[config.mk]
export PLATFORM = sky130hd
export DESIGN_NAME = ctrl_unit
export DESIGN_NICKNAME = d
export VERILOG_FILES = /design/src/rtl/cpu_pkg.sv /design/src/rtl/ctrl_decode.sv /design/src/rtl/ctrl_unit.sv
export SDC_FILE = /design/constraint.sdc
export NUM_CORES = 1
export LEC_CHECK = 0
export BUFFER_PORTS_ARGS = -buffer_cell sky130_fd_sc_hd__buf_2
export CORE_ASPECT_RATIO = 1.75
export CORE_MARGIN = 5
export CORE_UTILIZATION = 25
export CTS_CLUSTER_SIZE = 40
export DETAILED_ROUTE_END_ITERATION = 8
export GPL_TIMING_DRIVEN = 0
export PLACE_DENSITY = 0.57
export RECOVER_POWER = 25
export SYNTH_ARGS = -nofsm -noshare
export SYNTH_HDL_FRONTEND = slang
export SYNTH_SLANG_ARGS = --single-unit
export TNS_END_PERCENT = 50
[constraint.sdc]
create_clock -name clk -period 2.5 [get_ports clk]
set_input_delay 0.375 -clock clk [delete_from_list [all_inputs] [get_ports clk]]
set_output_delay 0.375 -clock clk [all_outputs]
set_load 0.01 [all_outputs]
[src/rtl/cpu_pkg.sv]
// Shared definitions for the instruction sequencer: field widths, opcodes,
// ALU operation codes, write-back select codes, error codes and FSM states.
package cpu_pkg;

  localparam int CPU_INSTR_W     = 24;
  localparam int CPU_ADDR_W      = 8;
  localparam int CPU_MEM_TIMEOUT = 15;

  localparam logic [7:0] OP_NOP  = 8'h00;
  localparam logic [7:0] OP_LDI  = 8'h01;
  localparam logic [7:0] OP_MOV  = 8'h02;
  localparam logic [7:0] OP_ADD  = 8'h03;
  localparam logic [7:0] OP_SUB  = 8'h04;
  localparam logic [7:0] OP_AND  = 8'h05;
  localparam logic [7:0] OP_OR   = 8'h06;
  localparam logic [7:0] OP_JMP  = 8'h10;
  localparam logic [7:0] OP_JZ   = 8'h11;
  localparam logic [7:0] OP_JNZ  = 8'h12;
  localparam logic [7:0] OP_LD   = 8'h20;
  localparam logic [7:0] OP_ST   = 8'h21;
  localparam logic [7:0] OP_HALT = 8'hFF;

  localparam logic [2:0] ALU_PASS = 3'd0;
  localparam logic [2:0] ALU_ADD  = 3'd1;
  localparam logic [2:0] ALU_SUB  = 3'd2;
  localparam logic [2:0] ALU_AND  = 3'd3;
  localparam logic [2:0] ALU_OR   = 3'd4;

  localparam logic [1:0] WB_ALU = 2'd0;
  localparam logic [1:0] WB_IMM = 2'd1;
  localparam logic [1:0] WB_MEM = 2'd2;

  localparam logic [1:0] ERR_NONE    = 2'd0;
  localparam logic [1:0] ERR_ILLEGAL = 2'd1;
  localparam logic [1:0] ERR_TIMEOUT = 2'd2;
  localparam logic [1:0] ERR_OVERRUN = 2'd3;

  typedef enum logic [1:0] {
    S_FETCH    = 2'd0,
    S_EXEC     = 2'd1,
    S_MEM_WAIT = 2'd2,
    S_HALT     = 2'd3
  } state_e;

endpackage

[src/rtl/ctrl_decode.sv]
// Combinational instruction decoder. Maps the latched instruction register
// to register-file, ALU, jump and memory controls.
// Ports:
//   ir          in   latched instruction {opcode, fa, fb}
//   zero_flag   in   registered ALU zero flag (conditional jumps)
//   alu_op      out  ALU operation select
//   reg_we      out  register write for single-cycle ops (LD write-back is
//                    issued by the FSM on the ack cycle)
//   reg_waddr   out  destination register
//   reg_raddr_a out  read port A address
//   reg_raddr_b out  read port B address
//   wb_sel      out  write-back source
//   imm         out  immediate operand
//   is_jump     out  jump is taken (condition already resolved)
//   jump_target out  jump destination
//   is_mem      out  LD or ST
//   mem_we      out  ST
//   mem_addr    out  data-memory address
//   is_halt     out  HALT opcode
//   illegal     out  unrecognised opcode
module ctrl_decode
  import cpu_pkg::*;
(
  input  logic [CPU_INSTR_W-1:0] ir,
  input  logic                   zero_flag,
  output logic [2:0]             alu_op,
  output logic                   reg_we,
  output logic [3:0]             reg_waddr,
  output logic [3:0]             reg_raddr_a,
  output logic [3:0]             reg_raddr_b,
  output logic [1:0]             wb_sel,
  output logic [7:0]             imm,
  output logic                   is_jump,
  output logic [CPU_ADDR_W-1:0]  jump_target,
  output logic                   is_mem,
  output logic                   mem_we,
  output logic [CPU_ADDR_W-1:0]  mem_addr,
  output logic                   is_halt,
  output logic                   illegal
);

  logic [7:0] opcode;
  logic [7:0] fa;
  logic [7:0] fb;
  logic       unused_fa_hi;

  assign opcode       = ir[23:16];
  assign fa           = ir[15:8];
  assign fb           = ir[7:0];
  assign unused_fa_hi = ^fa[7:4];
  assign jump_target  = fb;
  assign mem_addr     = fb;

  always_comb begin
    alu_op      = ALU_PASS;
    reg_we      = 1'b0;
    reg_waddr   = 4'd0;
    reg_raddr_a = 4'd0;
    reg_raddr_b = 4'd0;
    wb_sel      = WB_ALU;
    imm         = 8'd0;
    is_jump     = 1'b0;
    is_mem      = 1'b0;
    mem_we      = 1'b0;
    is_halt     = 1'b0;
    illegal     = 1'b0;
    case (opcode)
      OP_NOP: ;
      OP_LDI: begin
        reg_we    = 1'b1;
        reg_waddr = fa[3:0];
        wb_sel    = WB_IMM;
        imm       = fb;
      end
      OP_MOV: begin
        reg_raddr_a = fb[3:0];
        alu_op      = ALU_PASS;
        reg_we      = 1'b1;
        reg_waddr   = fa[3:0];
      end
      OP_ADD, OP_SUB, OP_AND, OP_OR: begin
        reg_raddr_a = fa[3:0];
        reg_raddr_b = fb[3:0];
        reg_we      = 1'b1;
        reg_waddr   = fa[3:0];
        case (opcode)
          OP_ADD:  alu_op = ALU_ADD;
          OP_SUB:  alu_op = ALU_SUB;
          OP_AND:  alu_op = ALU_AND;
          default: alu_op = ALU_OR;
        endcase
      end
      OP_JMP: is_jump = 1'b1;
      OP_JZ:  is_jump = zero_flag;
      OP_JNZ: is_jump = ~zero_flag;
      OP_LD: begin
        is_mem    = 1'b1;
        reg_waddr = fa[3:0];
        wb_sel    = WB_MEM;
      end
      OP_ST: begin
        is_mem      = 1'b1;
        mem_we      = 1'b1;
        reg_raddr_a = fa[3:0];
      end
      OP_HALT: is_halt = 1'b1;
      default: illegal = 1'b1;
    endcase
  end

endmodule

[src/rtl/ctrl_unit.sv]
// Instruction sequencer sitting after the program ROM/PC stage. Latches the
// ROM word in FETCH, decodes it in EXEC, stalls on the data-memory handshake
// and parks in HALT with sticky halted/error flags.
// Ports:
//   clk, rst                 clock, synchronous active-high reset
//   instr, pc                ROM word and its PC
//   pc_enable                ROM advance strobe (FETCH only)
//   jump_enable, jump_data   ROM PC load (EXEC of a taken jump)
//   zero_flag                registered ALU zero flag
//   alu_op, reg_*, wb_sel, imm  register-file / ALU control
//   mem_req, mem_we, mem_addr, mem_ack  data-memory handshake
//   halted, error            sticky status, cleared only by rst
//
// state      | meaning
// S_FETCH    | latch instr/pc into IR/IR_PC, advance ROM PC
// S_EXEC     | decode IR, issue strobes or jump, pick next state
// S_MEM_WAIT | hold memory request until mem_ack or timeout
// S_HALT     | idle, all strobes low
module ctrl_unit
  import cpu_pkg::*;
#(
  parameter int INSTR_W     = CPU_INSTR_W,
  parameter int ADDR_W      = CPU_ADDR_W,
  parameter int MEM_TIMEOUT = CPU_MEM_TIMEOUT
) (
  input  logic               clk,
  input  logic               rst,
  input  logic [INSTR_W-1:0] instr,
  input  logic [ADDR_W-1:0]  pc,
  output logic               pc_enable,
  output logic               jump_enable,
  output logic [ADDR_W-1:0]  jump_data,
  input  logic               zero_flag,
  output logic [2:0]         alu_op,
  output logic               reg_we,
  output logic [3:0]         reg_waddr,
  output logic [3:0]         reg_raddr_a,
  output logic [3:0]         reg_raddr_b,
  output logic [1:0]         wb_sel,
  output logic [7:0]         imm,
  output logic               mem_req,
  output logic               mem_we,
  output logic [ADDR_W-1:0]  mem_addr,
  input  logic               mem_ack,
  output logic               halted,
  output logic [1:0]         error
);

  localparam logic [3:0] TMO_LOAD = 4'(MEM_TIMEOUT - 1);

  state_e             state;
  state_e             state_nxt;
  logic [INSTR_W-1:0] ir;
  logic [ADDR_W-1:0]  ir_pc;
  logic [3:0]         tmo_cnt;
  logic               err_set;
  logic [1:0]         err_code;
  logic               at_last_pc;

  logic [2:0]        dec_alu_op;
  logic              dec_reg_we;
  logic [3:0]        dec_waddr;
  logic [3:0]        dec_raddr_a;
  logic [3:0]        dec_raddr_b;
  logic [1:0]        dec_wb_sel;
  logic [7:0]        dec_imm;
  logic              dec_is_jump;
  logic [ADDR_W-1:0] dec_target;
  logic              dec_is_mem;
  logic              dec_mem_we;
  logic [ADDR_W-1:0] dec_mem_addr;
  logic              dec_is_halt;
  logic              dec_illegal;

  ctrl_decode u_decode (
    .ir          (ir),
    .zero_flag   (zero_flag),
    .alu_op      (dec_alu_op),
    .reg_we      (dec_reg_we),
    .reg_waddr   (dec_waddr),
    .reg_raddr_a (dec_raddr_a),
    .reg_raddr_b (dec_raddr_b),
    .wb_sel      (dec_wb_sel),
    .imm         (dec_imm),
    .is_jump     (dec_is_jump),
    .jump_target (dec_target),
    .is_mem      (dec_is_mem),
    .mem_we      (dec_mem_we),
    .mem_addr    (dec_mem_addr),
    .is_halt     (dec_is_halt),
    .illegal     (dec_illegal)
  );

  // The ROM PC saturates, so an instruction at the last address must not
  // fall through to another fetch of itself.
  assign at_last_pc = (ir_pc == {ADDR_W{1'b1}});

  always_ff @(posedge clk) begin
    if (rst) begin
      state   <= S_FETCH;
      ir      <= '0;
      ir_pc   <= '0;
      tmo_cnt <= 4'd0;
      halted  <= 1'b0;
      error   <= ERR_NONE;
    end else begin
      state <= state_nxt;
      if (state == S_FETCH) begin
        ir    <= instr;
        ir_pc <= pc;
      end
      // Down-counter: terminal count 0 marks the last allowed wait cycle.
      if (state == S_EXEC) begin
        tmo_cnt <= TMO_LOAD;
      end else if (state == S_MEM_WAIT) begin
        tmo_cnt <= tmo_cnt - 4'd1;
      end
      if (state_nxt == S_HALT) begin
        halted <= 1'b1;
      end
      if (err_set && (error == ERR_NONE)) begin
        error <= err_code;
      end
    end
  end

  // Outputs depend only on state, IR, zero_flag, mem_ack and rst; instr
  // reaches nothing but the IR register. rst gates every output so the
  // memory request drops in the same cycle reset is raised.
  always_comb begin
    state_nxt   = state;
    err_set     = 1'b0;
    err_code    = ERR_NONE;
    pc_enable   = 1'b0;
    jump_enable = 1'b0;
    jump_data   = '0;
    alu_op      = ALU_PASS;
    reg_we      = 1'b0;
    reg_waddr   = 4'd0;
    reg_raddr_a = 4'd0;
    reg_raddr_b = 4'd0;
    wb_sel      = WB_ALU;
    imm         = 8'd0;
    mem_req     = 1'b0;
    mem_we      = 1'b0;
    mem_addr    = '0;
    if (!rst) begin
      case (state)
        S_FETCH: begin
          pc_enable = 1'b1;
          state_nxt = S_EXEC;
        end
        S_EXEC: begin
          alu_op      = dec_alu_op;
          reg_we      = dec_reg_we;
          reg_waddr   = dec_waddr;
          reg_raddr_a = dec_raddr_a;
          reg_raddr_b = dec_raddr_b;
          wb_sel      = dec_wb_sel;
          imm         = dec_imm;
          jump_enable = dec_is_jump;
          jump_data   = dec_is_jump ? dec_target : '0;
          mem_we      = dec_mem_we;
          mem_addr    = dec_is_mem ? dec_mem_addr : '0;
          if (dec_illegal) begin
            err_set   = 1'b1;
            err_code  = ERR_ILLEGAL;
            state_nxt = S_HALT;
          end else if (dec_is_halt) begin
            state_nxt = S_HALT;
          end else if (dec_is_mem) begin
            state_nxt = S_MEM_WAIT;
          end else if (at_last_pc && !dec_is_jump) begin
            err_set   = 1'b1;
            err_code  = ERR_OVERRUN;
            state_nxt = S_HALT;
          end else begin
            state_nxt = S_FETCH;
          end
        end
        S_MEM_WAIT: begin
          mem_req     = 1'b1;
          mem_we      = dec_mem_we;
          mem_addr    = dec_mem_addr;
          reg_raddr_a = dec_raddr_a;
          reg_waddr   = dec_waddr;
          wb_sel      = dec_wb_sel;
          if (mem_ack) begin
            reg_we = ~dec_mem_we;
            if (at_last_pc) begin
              err_set   = 1'b1;
              err_code  = ERR_OVERRUN;
              state_nxt = S_HALT;
            end else begin
              state_nxt = S_FETCH;
            end
          end else if (tmo_cnt == 4'd0) begin
            err_set   = 1'b1;
            err_code  = ERR_TIMEOUT;
            state_nxt = S_HALT;
          end
        end
        S_HALT: ;
        default: state_nxt = S_FETCH;
      endcase
    end
  end

endmodule

==> flow_summary.ini <==
[outcome]
outcome = finished clean

[timing]
worst_pin_slew_ns = 0.805
postLayoutSetupSlackWorst_ns = 0.119
period_share_pct = 95.2
timing.fmax_mhz = 420
slew_viol_final = 0
fin_skew_ns = 0.00400
finalCriticalPeriod_ns = 2.38
maxSlewHeadroom_pct = 46.3
setup_viol = 0
final_hold_viol_count = 0

[worst_hold_path]
min_path_type = in -> reg
hold_path_end = ir[20]$_SDFFE_PP0N_
min_from = instr[20]
whs_path_depth = 3

[placed_design]
gp_congestion = 0.776
place_ws_ns = 0.0400
place.port_buffers = 79
place_area_um2 = 2740
dpl.hpwl_um = 5350

[worst_setup_path]
start_kind = register
reg2reg_to = halted$_SDFFE_PP0N_
cp-end-kind = output port
crit_arrival_ns = 2.01
crit_type = reg -> out
rr_worst_depth = 9
regToRegStartpoint = state[1]$_SDFF_PP0_
worstPathMaxFanout = 9
cp_data_required_time_ns = 2.12
r2r_slack_ns = 0.45

[routing]
vias = 2145
viasPerCell = 4.58
wirelength_um = 6770
dr.pass1.iters = 4
postRouteAntennaNets = 0
drc = 0
wl_per_cell_um = 14.5
drt_iter0_markers = 77

[clocking]
clock-root-buffer = clkbuf_16
h-tree-depth = 2
cts.sinks = 37
hold_buffers = 0
ctsLongestPathBuffers = 2
numCtsBuffers = 5
cts_tree = done
cts.clk_slew.worst_paths_ns = 0.06
clkLatencyLatePin_ns = 0.28

[power_and_ir_drop]
p_per_area_nw_per_um2 = 639
p_leak_uw = 0.00138
ir_drop_uv = 261
power_uw = 1880

[yosys]
synth_warnings = 0
synth_seq_area_share_pct = 33.7
synth_top_area_share_pct = 33.7
async_flop_share_pct = 0
synth_top_cell_by_area = dfxtp_1
avgSynthCellArea_um2 = 8.39
syn-num-nets = 304
ys.flop_type = dfxtp_1
syn-cell-area_um2 = 2200
synth_edf_count = 0
netlist_instances = 262
synth.distinct_cells = 49
ys_ff_latch = 37
synth_area_leaders = dfxtp_1 34%, mux2i_1 13%, nor2_1 9.7%

[run]
maxCapViolCount = 0

[global_routing]
grt_pass1_wl_um = 10800
grt_max_degree = 12
grt_pass1_vias = 2173
overflow = 0
grt_use_total_pct = 13.0
antenna_found_initial = 0

[finish]
design_area_um2 = 2950
multi_input_area_um2 = 1390
drive_gt1_share_pct = 33.3
antenna_cells = 0
area_delta_synth_final_pct = 34.1
seqCellArea_um2 = 742
nNetsFinal = 392
fill_cells = 919

[floorplanning]
fp-row-count = 45
die_x_um = 80.9
die_h_um = 134
boundaryPins = 85
core_um2 = 8610
start_util_pct = 25.5
fp.dieArea_um2 = 10800
where the power goes:
group | internal, µW | total [µW] | switching (µW)
Sequential | 662 | 729 | 66.5
Combinational | 245 | 549 | 304
Clock | 366 | 607 | 242
worst max path at each step:
stage / cells after the start / from / slack [ns] / endpoint
finish: 6 / state[1]$_SDFF_PP0_ / 0.12 / reg_raddr_a[3]
global route: 7 / ir[19]$_SDFFE_PP0N_ / -0.01 / reg_raddr_a[2]
floorplan: 6 / state[0]$_SDFF_PP0_ / 0.49 / reg_waddr[0]
detailed placement: 7 / state[0]$_SDFF_PP0_ / 0.04 / mem_addr[4]
global placement: 7 / state[0]$_SDFF_PP0_ / 0.08 / mem_addr[3]
CTS: 8 / state[1]$_SDFF_PP0_ / 0.004 / alu_op[2]
registers in the layout, indices dropped and copies added (netlist names):
name	flops
ir	20
ir_pc	8
error	2
state	2
halted	1
tmo_cnt	4
logic make-up (layout without fill, tap and decap cells):
group / count (synthesis) / in the layout / share of synthesized area [%]
buf+inv: 26 / 115 / 5.80
simple gates: 126 / 126 / 30.5
xor+xnor: 3 / 3 / 1.20
flops: 37 / 37 / 33.7
mux: 29 / 29 / 13.8
compound gates: 35 / 35 / 11.7
fa+ha+maj: 6 / 6 / 3.41
metal layers:
metal  track usage (%)  wire length [µm]  up-vias
met2              22.9              3500       67
met4              7.14               198        0
met5                 0                 0        -
li1                  -                 -     1071
met1              14.1              2690      994
met3              2.82               376       13
cell usage after synthesis, drive strengths merged (6+ instances only):
library cell and number:
ha 6, o21ai 7, nor2 57, mux2i 29
nand2 13, a21oi 10, inv 10, nor3 7
and2 18, buf 11, and3 7, dfxtp 37
cell usage in the layout, fill, tap and decap left out, types with 2 or more instances in the layout:
cell / instances
a31oi_1: 2
o2111ai_1: 3
nor3_1: 3
nand3_1: 4
ha_1: 5
buf_4: 5
nor4_4: 2
nor3b_1: 3
nand4_1: 3
o21ai_0: 6
nand2b_1: 2
a22o_1: 4
a21oi_1: 9
and2_1: 18
nand2_1: 13
buf_2: 81
mux2i_1: 28
xnor2_1: 2
inv_1: 9
dfxtp_1: 36
nor3_2: 3
clkbuf_16: 5
nor2_1: 54
buf_6: 2
nor2_2: 2
clkbuf_1: 9
and3_1: 7
and4b_1: 2
o211ai_2: 2
clkinv_2: 2
worst max-delay path, cell delays in order (launching register included):
cell and delay (ns):
dfxtp_1 0.38, inv_1 0.13, ha_4 0.35, nand2b_2 0.18
nor4_4 0.34, a22o_1 0.21, buf_2 0.13
area by class of cell:
class	instances	area share (%)
Multi-Input combinational cell	199	47.0
Sequential cell	37	25.2
Timing Repair Buffer	82	14.0
Tap cell	117	4.96
Clock buffer	6	4.37
Buffer	15	2.89
Inverter	10	1.27
Clock inverter	2	0.339
per-stage QoR:
step | utilization [%] | hold slack, ns | TNS [ns] | std cells
4_1_cts | 33.6 | 0.317 | 0 | 465
3_3_place_gp | 31.8 | 0.457 | 0 | 458
5_1_grt | 34.2 | 0.342 | -0.0206 | 468
6_report | 34.2 | 0.325 | 0 | 468
3_5_place_dp | 31.8 | 0.456 | 0 | 458
2_1_floorplan | - | 0.450 | 0 | 262
repair_timing:
item | in CTS | in global routing
setup endpoints to repair | 31 | 32
resized for setup | 5 | 7
hold endpoints to repair | 0 | 0
pin swaps | 1 | 3
buffers inserted | 0 | 3
(Power assumes the default switching activity.)
